===== config.mk =====
export PLATFORM = sky130hd
export DESIGN_NAME = mul_sequencer_flat
export DESIGN_NICKNAME = d
export VERILOG_FILES = /design/src/rtl/mul_sequencer_pkg.sv /design/src/rtl/mul_sequencer_if.sv /design/src/rtl/mul_sequencer_shift_add_dp.sv /design/src/rtl/mul_sequencer.sv /design/src/flat_wrapper.sv
export SDC_FILE = /design/constraint.sdc
export NUM_CORES = 1
export LEC_CHECK = 0
export BUFFER_PORTS_ARGS = -buffer_cell sky130_fd_sc_hd__buf_2
export CAP_MARGIN = 20
export CORE_ASPECT_RATIO = 0.9
export CORE_MARGIN = 2
export CORE_UTILIZATION = 45
export CTS_CLUSTER_SIZE = 14
export DETAILED_ROUTE_END_ITERATION = 8
export PLACE_DENSITY = 0.64
export SYNTH_ARGS = -nofsm -noshare
export SYNTH_HDL_FRONTEND = slang
export SYNTH_HIERARCHICAL = 1
export SYNTH_SLANG_ARGS = --single-unit

===== constraint.sdc =====
create_clock -name clk -period 11.5 [get_ports clk]
set_input_delay 2.3 -clock clk [delete_from_list [all_inputs] [get_ports clk]]
set_output_delay 2.3 -clock clk [all_outputs]
set_load 0.01 [all_outputs]

===== src/rtl/mul_sequencer_pkg.sv =====
// Shared definitions for the iterative multiply sequencer:
// state encoding, MulCtrl codes and operand width.
package core_pkg;

  localparam int MUL_WIDTH = 32;

  typedef enum logic [1:0] {
    S_IDLE,
    S_CALC,
    S_WB_LO,
    S_WB_HI
  } mul_state_e;

  localparam logic [3:0] MUL_32  = 4'b0000;
  localparam logic [3:0] MULS_32 = 4'b0001;
  localparam logic [3:0] UMULL   = 4'b0100;
  localparam logic [3:0] UMULLS  = 4'b0101;
  localparam logic [3:0] SMULL   = 4'b0110;
  localparam logic [3:0] SMULLS  = 4'b0111;

  function automatic logic mul_ctrl_valid(input logic [3:0] c);
    return (c == MUL_32) || (c == MULS_32) ||
           (c == UMULL)  || (c == UMULLS)  ||
           (c == SMULL)  || (c == SMULLS);
  endfunction

  function automatic logic mul_ctrl_signed(input logic [3:0] c);
    return c[3:1] == 3'b011;
  endfunction

endpackage


===== src/rtl/mul_sequencer_if.sv =====
// Request/write-back bundle between the main core FSM
// and the multiply sequencer.
interface mul_sequencer_if #(
  parameter int WIDTH = 32
);
  logic             Start;
  logic [3:0]       MulCtrl;
  logic [WIDTH-1:0] SrcA;
  logic [WIDTH-1:0] SrcB;
  logic             Flush;
  logic             Busy;
  logic             LoValid;
  logic             HiValid;
  logic [WIDTH-1:0] Result;
  logic             Done;
  logic             FlagValid;
  logic [1:0]       NZ;

  modport master (
    output Start, MulCtrl, SrcA, SrcB, Flush,
    input  Busy, LoValid, HiValid, Result,
    input  Done, FlagValid, NZ
  );

  modport slave (
    input  Start, MulCtrl, SrcA, SrcB, Flush,
    output Busy, LoValid, HiValid, Result,
    output Done, FlagValid, NZ
  );
endinterface


===== src/rtl/mul_sequencer_shift_add_dp.sv =====
// Shift-add datapath: operand registers, WIDTH+1 adder,
// product shifter and final two's-complement negate.
module mul_shift_add_dp #(
  parameter int WIDTH = 32
) (
  input  logic               clk,
  input  logic               rst_n,
  input  logic               load,
  input  logic               step,
  input  logic               negate,
  input  logic               is_signed,
  input  logic [WIDTH-1:0]   src_a,
  input  logic [WIDTH-1:0]   src_b,
  output logic [2*WIDTH-1:0] prod
);

  logic [WIDTH-1:0]   mcand_q;
  logic [WIDTH-1:0]   mplier_q;
  logic [2*WIDTH-1:0] prod_q;
  logic [WIDTH-1:0]   a_abs;
  logic [WIDTH-1:0]   b_abs;
  logic [WIDTH:0]     sum;
  logic [2*WIDTH-1:0] stepped;
  logic [2*WIDTH-1:0] prod_n;

  // -2^(W-1) maps to 2^(W-1) when viewed unsigned, so it stays exact
  assign a_abs = (is_signed && src_a[WIDTH-1]) ? -src_a : src_a;
  assign b_abs = (is_signed && src_b[WIDTH-1]) ? -src_b : src_b;

  assign sum = {1'b0, prod_q[2*WIDTH-1:WIDTH]} +
               (mplier_q[0] ? {1'b0, mcand_q} : '0);

  assign stepped = {sum, prod_q[WIDTH-1:1]};
  assign prod_n  = negate ? -stepped : stepped;
  assign prod    = prod_q;

  always_ff @(posedge clk or negedge rst_n) begin
    if (!rst_n) begin
      mcand_q  <= '0;
      mplier_q <= '0;
      prod_q   <= '0;
    end else if (load) begin
      mcand_q  <= a_abs;
      mplier_q <= b_abs;
      prod_q   <= '0;
    end else if (step) begin
      mplier_q <= mplier_q >> 1;
      prod_q   <= prod_n;
    end
  end

endmodule


===== src/rtl/mul_sequencer.sv =====
// Iterative radix-2 multiply unit with write-back sequencing
// of low/high result words and optional N/Z flags.
module mul_sequencer
  import core_pkg::*;
#(
  parameter int WIDTH = MUL_WIDTH,
  parameter int CNT_W = $clog2(WIDTH)
) (
  input logic           clk,
  input logic           reset,
  mul_sequencer_if.slave bus
);

  mul_state_e         state;
  logic [CNT_W-1:0]   cnt;
  logic               long_q;
  logic               flags_q;
  logic               neg_q;
  logic               busy_q;
  logic               lo_q;
  logic               hi_q;
  logic               done_q;
  logic               fv_q;
  logic [1:0]         nz_q;
  logic               load;
  logic               step;
  logic               last;
  logic               n_now;
  logic               z_now;
  logic [2*WIDTH-1:0] prod;

  assign last = (cnt == CNT_W'(WIDTH - 1));
  assign load = (state == S_IDLE) && bus.Start && !bus.Flush &&
                mul_ctrl_valid(bus.MulCtrl);
  assign step = (state == S_CALC) && !bus.Flush;

  mul_shift_add_dp #(.WIDTH(WIDTH)) u_dp (
    .clk       (clk),
    .rst_n     (reset),
    .load      (load),
    .step      (step),
    .negate    (step && last && neg_q),
    .is_signed (mul_ctrl_signed(bus.MulCtrl)),
    .src_a     (bus.SrcA),
    .src_b     (bus.SrcB),
    .prod      (prod)
  );

  always_ff @(posedge clk or negedge reset) begin
    if (!reset) begin
      state   <= S_IDLE;
      cnt     <= '0;
      long_q  <= 1'b0;
      flags_q <= 1'b0;
      neg_q   <= 1'b0;
      busy_q  <= 1'b0;
      lo_q    <= 1'b0;
      hi_q    <= 1'b0;
      done_q  <= 1'b0;
      fv_q    <= 1'b0;
      nz_q    <= 2'b00;
    end else begin
      lo_q   <= 1'b0;
      hi_q   <= 1'b0;
      done_q <= 1'b0;
      fv_q   <= 1'b0;
      if (done_q) nz_q <= {n_now, z_now};
      if (bus.Flush) begin
        state  <= S_IDLE;
        busy_q <= 1'b0;
      end else begin
        unique case (state)
          S_IDLE: begin
            if (load) begin
              long_q  <= bus.MulCtrl[2];
              flags_q <= bus.MulCtrl[0];
              neg_q   <= mul_ctrl_signed(bus.MulCtrl) &
                         (bus.SrcA[WIDTH-1] ^ bus.SrcB[WIDTH-1]);
              cnt     <= '0;
              busy_q  <= 1'b1;
              state   <= S_CALC;
            end
          end
          S_CALC: begin
            cnt <= cnt + 1'b1;
            if (last) begin
              state  <= S_WB_LO;
              lo_q   <= 1'b1;
              done_q <= !long_q;
              fv_q   <= !long_q && flags_q;
            end
          end
          S_WB_LO: begin
            if (long_q) begin
              state  <= S_WB_HI;
              hi_q   <= 1'b1;
              done_q <= 1'b1;
              fv_q   <= flags_q;
            end else begin
              state  <= S_IDLE;
              busy_q <= 1'b0;
            end
          end
          S_WB_HI: begin
            state  <= S_IDLE;
            busy_q <= 1'b0;
          end
        endcase
      end
    end
  end

  assign n_now = long_q ? prod[2*WIDTH-1] : prod[WIDTH-1];
  assign z_now = long_q ? (prod == '0) : (prod[WIDTH-1:0] == '0);

  assign bus.Busy      = busy_q;
  assign bus.LoValid   = lo_q;
  assign bus.HiValid   = hi_q;
  assign bus.Done      = done_q;
  assign bus.FlagValid = fv_q;
  assign bus.NZ        = done_q ? {n_now, z_now} : nz_q;
  assign bus.Result    = lo_q ? prod[WIDTH-1:0] :
                         hi_q ? prod[2*WIDTH-1:WIDTH] : '0;

endmodule


===== src/flat_wrapper.sv =====
// flat-port wrapper written by rule: the top's interface ports become plain ports
module mul_sequencer_flat import core_pkg::*;
#(
  parameter int WIDTH = MUL_WIDTH,
  parameter int CNT_W = $clog2(WIDTH)
)
  (clk, reset, bus_Start, bus_MulCtrl, bus_SrcA, bus_SrcB, bus_Flush, bus_Busy, bus_LoValid, bus_HiValid, bus_Result, bus_Done, bus_FlagValid, bus_NZ);
  mul_sequencer_if #(.WIDTH(WIDTH)) bus_i ();
  input logic clk;
  input logic reset;
  input wire logic [$bits(bus_i.Start)-1:0] bus_Start;
  input wire logic [$bits(bus_i.MulCtrl)-1:0] bus_MulCtrl;
  input wire logic [$bits(bus_i.SrcA)-1:0] bus_SrcA;
  input wire logic [$bits(bus_i.SrcB)-1:0] bus_SrcB;
  input wire logic [$bits(bus_i.Flush)-1:0] bus_Flush;
  output wire logic [$bits(bus_i.Busy)-1:0] bus_Busy;
  output wire logic [$bits(bus_i.LoValid)-1:0] bus_LoValid;
  output wire logic [$bits(bus_i.HiValid)-1:0] bus_HiValid;
  output wire logic [$bits(bus_i.Result)-1:0] bus_Result;
  output wire logic [$bits(bus_i.Done)-1:0] bus_Done;
  output wire logic [$bits(bus_i.FlagValid)-1:0] bus_FlagValid;
  output wire logic [$bits(bus_i.NZ)-1:0] bus_NZ;
  assign bus_i.Start = bus_Start;
  assign bus_i.MulCtrl = bus_MulCtrl;
  assign bus_i.SrcA = bus_SrcA;
  assign bus_i.SrcB = bus_SrcB;
  assign bus_i.Flush = bus_Flush;
  assign bus_Busy = bus_i.Busy;
  assign bus_LoValid = bus_i.LoValid;
  assign bus_HiValid = bus_i.HiValid;
  assign bus_Result = bus_i.Result;
  assign bus_Done = bus_i.Done;
  assign bus_FlagValid = bus_i.FlagValid;
  assign bus_NZ = bus_i.NZ;
  mul_sequencer #(.WIDTH(WIDTH), .CNT_W(CNT_W)) u_core (.clk(clk), .reset(reset), .bus(bus_i));
endmodule

==> impl_metrics.yaml <==
sta:
  setup_viol: 0
  fin_setup_tns_ps: 0
  finalHoldWorstSlack_ps: 470
  fin_crit_ps: 5180
  fmax_mhz: 193
  fin_crit_sh: 0.450
  tightest_slew_ps: 1050
  slew_viol_final: 0
  finalHoldViolCount: 0
  relSlewSlack: 0.301
  rsz0062_at_grt: "false"
  fin_skew_ps: 11.9
synthesis:
  synth_nets: 1528
  yosysUniqueCellTypes: 77
  synth_edf_count: 0
  synthFlopType: "dfrtp_1"
  synth-seq-cells: 145
  ys_seq_area_frac: 0.321
  synth.avg_cell_area_um2: 7.99
  ys_warn_count: 6
  synthCells: 1414
  async_flop_share: 1.00
  syn_area_um2: 11300
global_routing:
  track_usage: 0.241
  grt_max_degree: 115
  use_met1: 0.375
  antenna_found_initial: 0
  grt_pass1_vias: 9719
  grt_pass1_wl_um: 51500
  grt_use_met2: 0.348
  busiest_layer: "met1"
  gr-total-overflow: 0
  globalRouteMet3Util: 0.0312
route:
  vias_per_cell: 5.85
  vias: 10673
  drt-total-wl_um: 31900
  drc: 0
  avgRoutedWirePerCell_um: 17.5
  first_pass_iters: 6
  drt_iter0_markers: 1047
  ant_nets: 0
floorplanning:
  die_h_um: 154
  initial_core_util: 0.454
  coreArea_um2: 24900
  dieArea_um2: 26400
  io-pin-count: 111
  die_w_um: 171
  fp-row-count: 55
place:
  dpl-instance-area_um2: 12000
  place_congestion: 0.899
  portBuffers: 110
  hpwlAfterDp_um: 23100
final_layout:
  n_antenna_cell: 0
  area_growth_pct: 11.6
  layout-drive-gt1-share: 0.125
  stdcell_area_um2: 12600
  nFillCells: 2488
  seqCellArea_um2: 3630
  fin_nets: 1585
  multi_input_area_um2: 7310
cts:
  postCtsHoldBufs: 0
  cts_resized: 0
  cts_tree: "yes"
  post-cts-setup-buffer-count: 0
  cts_root_buf: "clkbuf_16"
  h-tree-depth: 4
  cts_buffer_depth: 2
  clock-sinks: 145
  cts_buffers: 17
  clk_latency_ps: 420
  clk_pin_slew_ps: 70
critical_path:
  reg2reg_to: "u_core/u_dp/prod[60]$_DFFE_PN0P_"
  critPathLaunch: "bus_Flush"
  crit_path_end: "u_core/u_dp/prod[21]$_DFFE_PN0P_"
  criticalPathCategory: "input pin to register"
  critPathLaunchType: "input pin"
  cp_max_fo: 57
  worstRegToRegCells: 14
  cp-end-kind: "register"
  crit_required_ps: 11850
  reg2reg_from: "u_core/u_dp/mplier_q[0]$_DFFE_PN0P_"
  rrSetupSlack_ps: 6320
  crit_arrival_ps: 5530
run:
  cap_violations: 0
pwr:
  power_w: 0.00325
  ir_drop_v: 0.000126
  powerDensity_nw_per_um2: 258
  p_leak_nw: 5.04
worst_hold_path:
  hold_path.class: "register to register"
outcome:
  status: "finished, final reports clean"
[power by group]
group	total, W	internal, W	switching (W)
sequential	0.00104	0.000737	0.000300
combinational	0.00169	0.000684	0.00100
clock	0.000532	0.000284	0.000249
total	0.00325	0.00170	0.00155
[flip-flops by register name, indices dropped and copies added, names as in the netlist]
name and flops:
u_core/long_q 1, u_core/bus.LoValid 1, u_core/bus.Done 1, u_core/u_dp/mcand_q 32, u_core/bus.HiValid 1, u_core/flags_q 1
u_core/u_dp/mplier_q 32, u_core/bus.Busy 1, u_core/cnt 5, u_core/nz_q 2, u_core/bus.FlagValid 1, u_core/state 2
u_core/u_dp/prod 64, u_core/neg_q 1
[worst min-delay path by stage]
stage / start / end / slack, ps / cells after the start
3_3_place_gp: u_core/neg_q$_DFFE_PN0P_ / u_core/neg_q$_DFFE_PN0P_ / 460 / 2
3_5_place_dp: u_core/neg_q$_DFFE_PN0P_ / u_core/neg_q$_DFFE_PN0P_ / 460 / 2
5_1_grt: u_core/neg_q$_DFFE_PN0P_ / u_core/neg_q$_DFFE_PN0P_ / 500 / 2
6_report: u_core/neg_q$_DFFE_PN0P_ / u_core/neg_q$_DFFE_PN0P_ / 470 / 2
4_1_cts: u_core/neg_q$_DFFE_PN0P_ / u_core/neg_q$_DFFE_PN0P_ / 480 / 2
2_1_floorplan: u_core/neg_q$_DFFE_PN0P_ / u_core/neg_q$_DFFE_PN0P_ / 440 / 2
[cells by family (layout without fill, tap and decap cells)]
group | Yosys count | count (layout) | share of synthesized area
AO/OA/AOI/OAI | 401 | 401 | 0.222
XOR/XNOR | 120 | 120 | 0.0930
adder cells (fa/ha/maj) | 42 | 42 | 0.0472
buffers and inverters | 97 | 167 | 0.0329
flip-flops | 145 | 145 | 0.321
multiplexers | 41 | 41 | 0.0369
AND/OR/NAND/NOR | 568 | 568 | 0.247
[cell usage after synthesis (13+ instances only)]
| master | instances | area share |
|---|---|---|
| nand2_1 | 185 | 0.061 |
| dfrtp_1 | 145 | 0.32 |
| o21ai_0 | 143 | 0.063 |
| nor2_1 | 137 | 0.046 |
| a21oi_1 | 97 | 0.043 |
| xor2_1 | 72 | 0.056 |
| clkbuf_1 | 70 | 0.023 |
| xnor2_1 | 48 | 0.037 |
| and2_1 | 46 | 0.025 |
| a211oi_1 | 45 | 0.030 |
| ha_1 | 41 | 0.045 |
| mux2i_1 | 36 | 0.032 |
| nor4_1 | 36 | 0.020 |
| or3_1 | 30 | 0.017 |
| nor3_1 | 29 | 0.013 |
| o31ai_1 | 24 | 0.016 |
| nand4_1 | 20 | 0.011 |
| inv_1 | 16 | 0.0053 |
| nand3_1 | 14 | 0.0062 |
| or4_1 | 13 | 0.0086 |
[placed cells by master (no fill, tap or decap), types with 8 or more instances in the layout]
master / Yosys / final
xnor2_1: 48 / 48
nor2_1: 137 / 137
inv_1: 16 / 15
nand2b_1: 10 / 10
a21oi_1: 97 / 97
a22o_1: 11 / 11
o31ai_1: 24 / 24
or4_1: 13 / 13
or2_2: 8 / 8
o21ai_0: 143 / 143
mux2i_1: 36 / 36
a211oi_1: 45 / 45
buf_2: 3 / 109
or3_1: 30 / 30
xor2_1: 72 / 72
a21o_1: 10 / 10
nand2_1: 185 / 185
nand3_1: 14 / 14
o41ai_1: 11 / 11
nor3_1: 29 / 29
clkbuf_16: 0 / 17
ha_1: 41 / 41
nand4_1: 20 / 20
dfrtp_1: 145 / 145
nor4_1: 36 / 36
and2_1: 46 / 46
[through the flow]
stage / util / setup WS, ps / instances
final: 0.506 / 6320 / 1826
after global routing: 0.506 / 5870 / 1826
after CTS: 0.505 / 6310 / 1825
after detailed placement: 0.483 / 5940 / 1793
after global placement: 0.483 / 6030 / 1793
after floorplan: - / 6600 / 1414
[per-layer routing]
metal  vias to the layer above  share of wire
li1                       5249              -
met1                      5019           0.49
met2                       369           0.42
met3                        36          0.068
met4                         0          0.016
met5                         -              0
[critical path: stages]
cell	delay, ps
buf_2	140
nor2b_4	100
buf_4	490
and3_2	260
buf_4	490
clkinv_1	710
nand2_1	590
nor2_1	70
nor2_1	110
o21ai_0	100
a31oi_1	130
[final cells by class]
| cell class | instances | area share |
|---|---|---|
| repair buffers | 118 | 0.0505 |
| multi-input cells | 1172 | 0.579 |
| clock buffers | 18 | 0.0340 |
| clock inverters | 14 | 0.00962 |
| flip-flops and latches | 145 | 0.288 |
| inverters | 17 | 0.00526 |
| well taps | 342 | 0.0339 |
No activity file was read; power rests on OpenSTA's default activity.
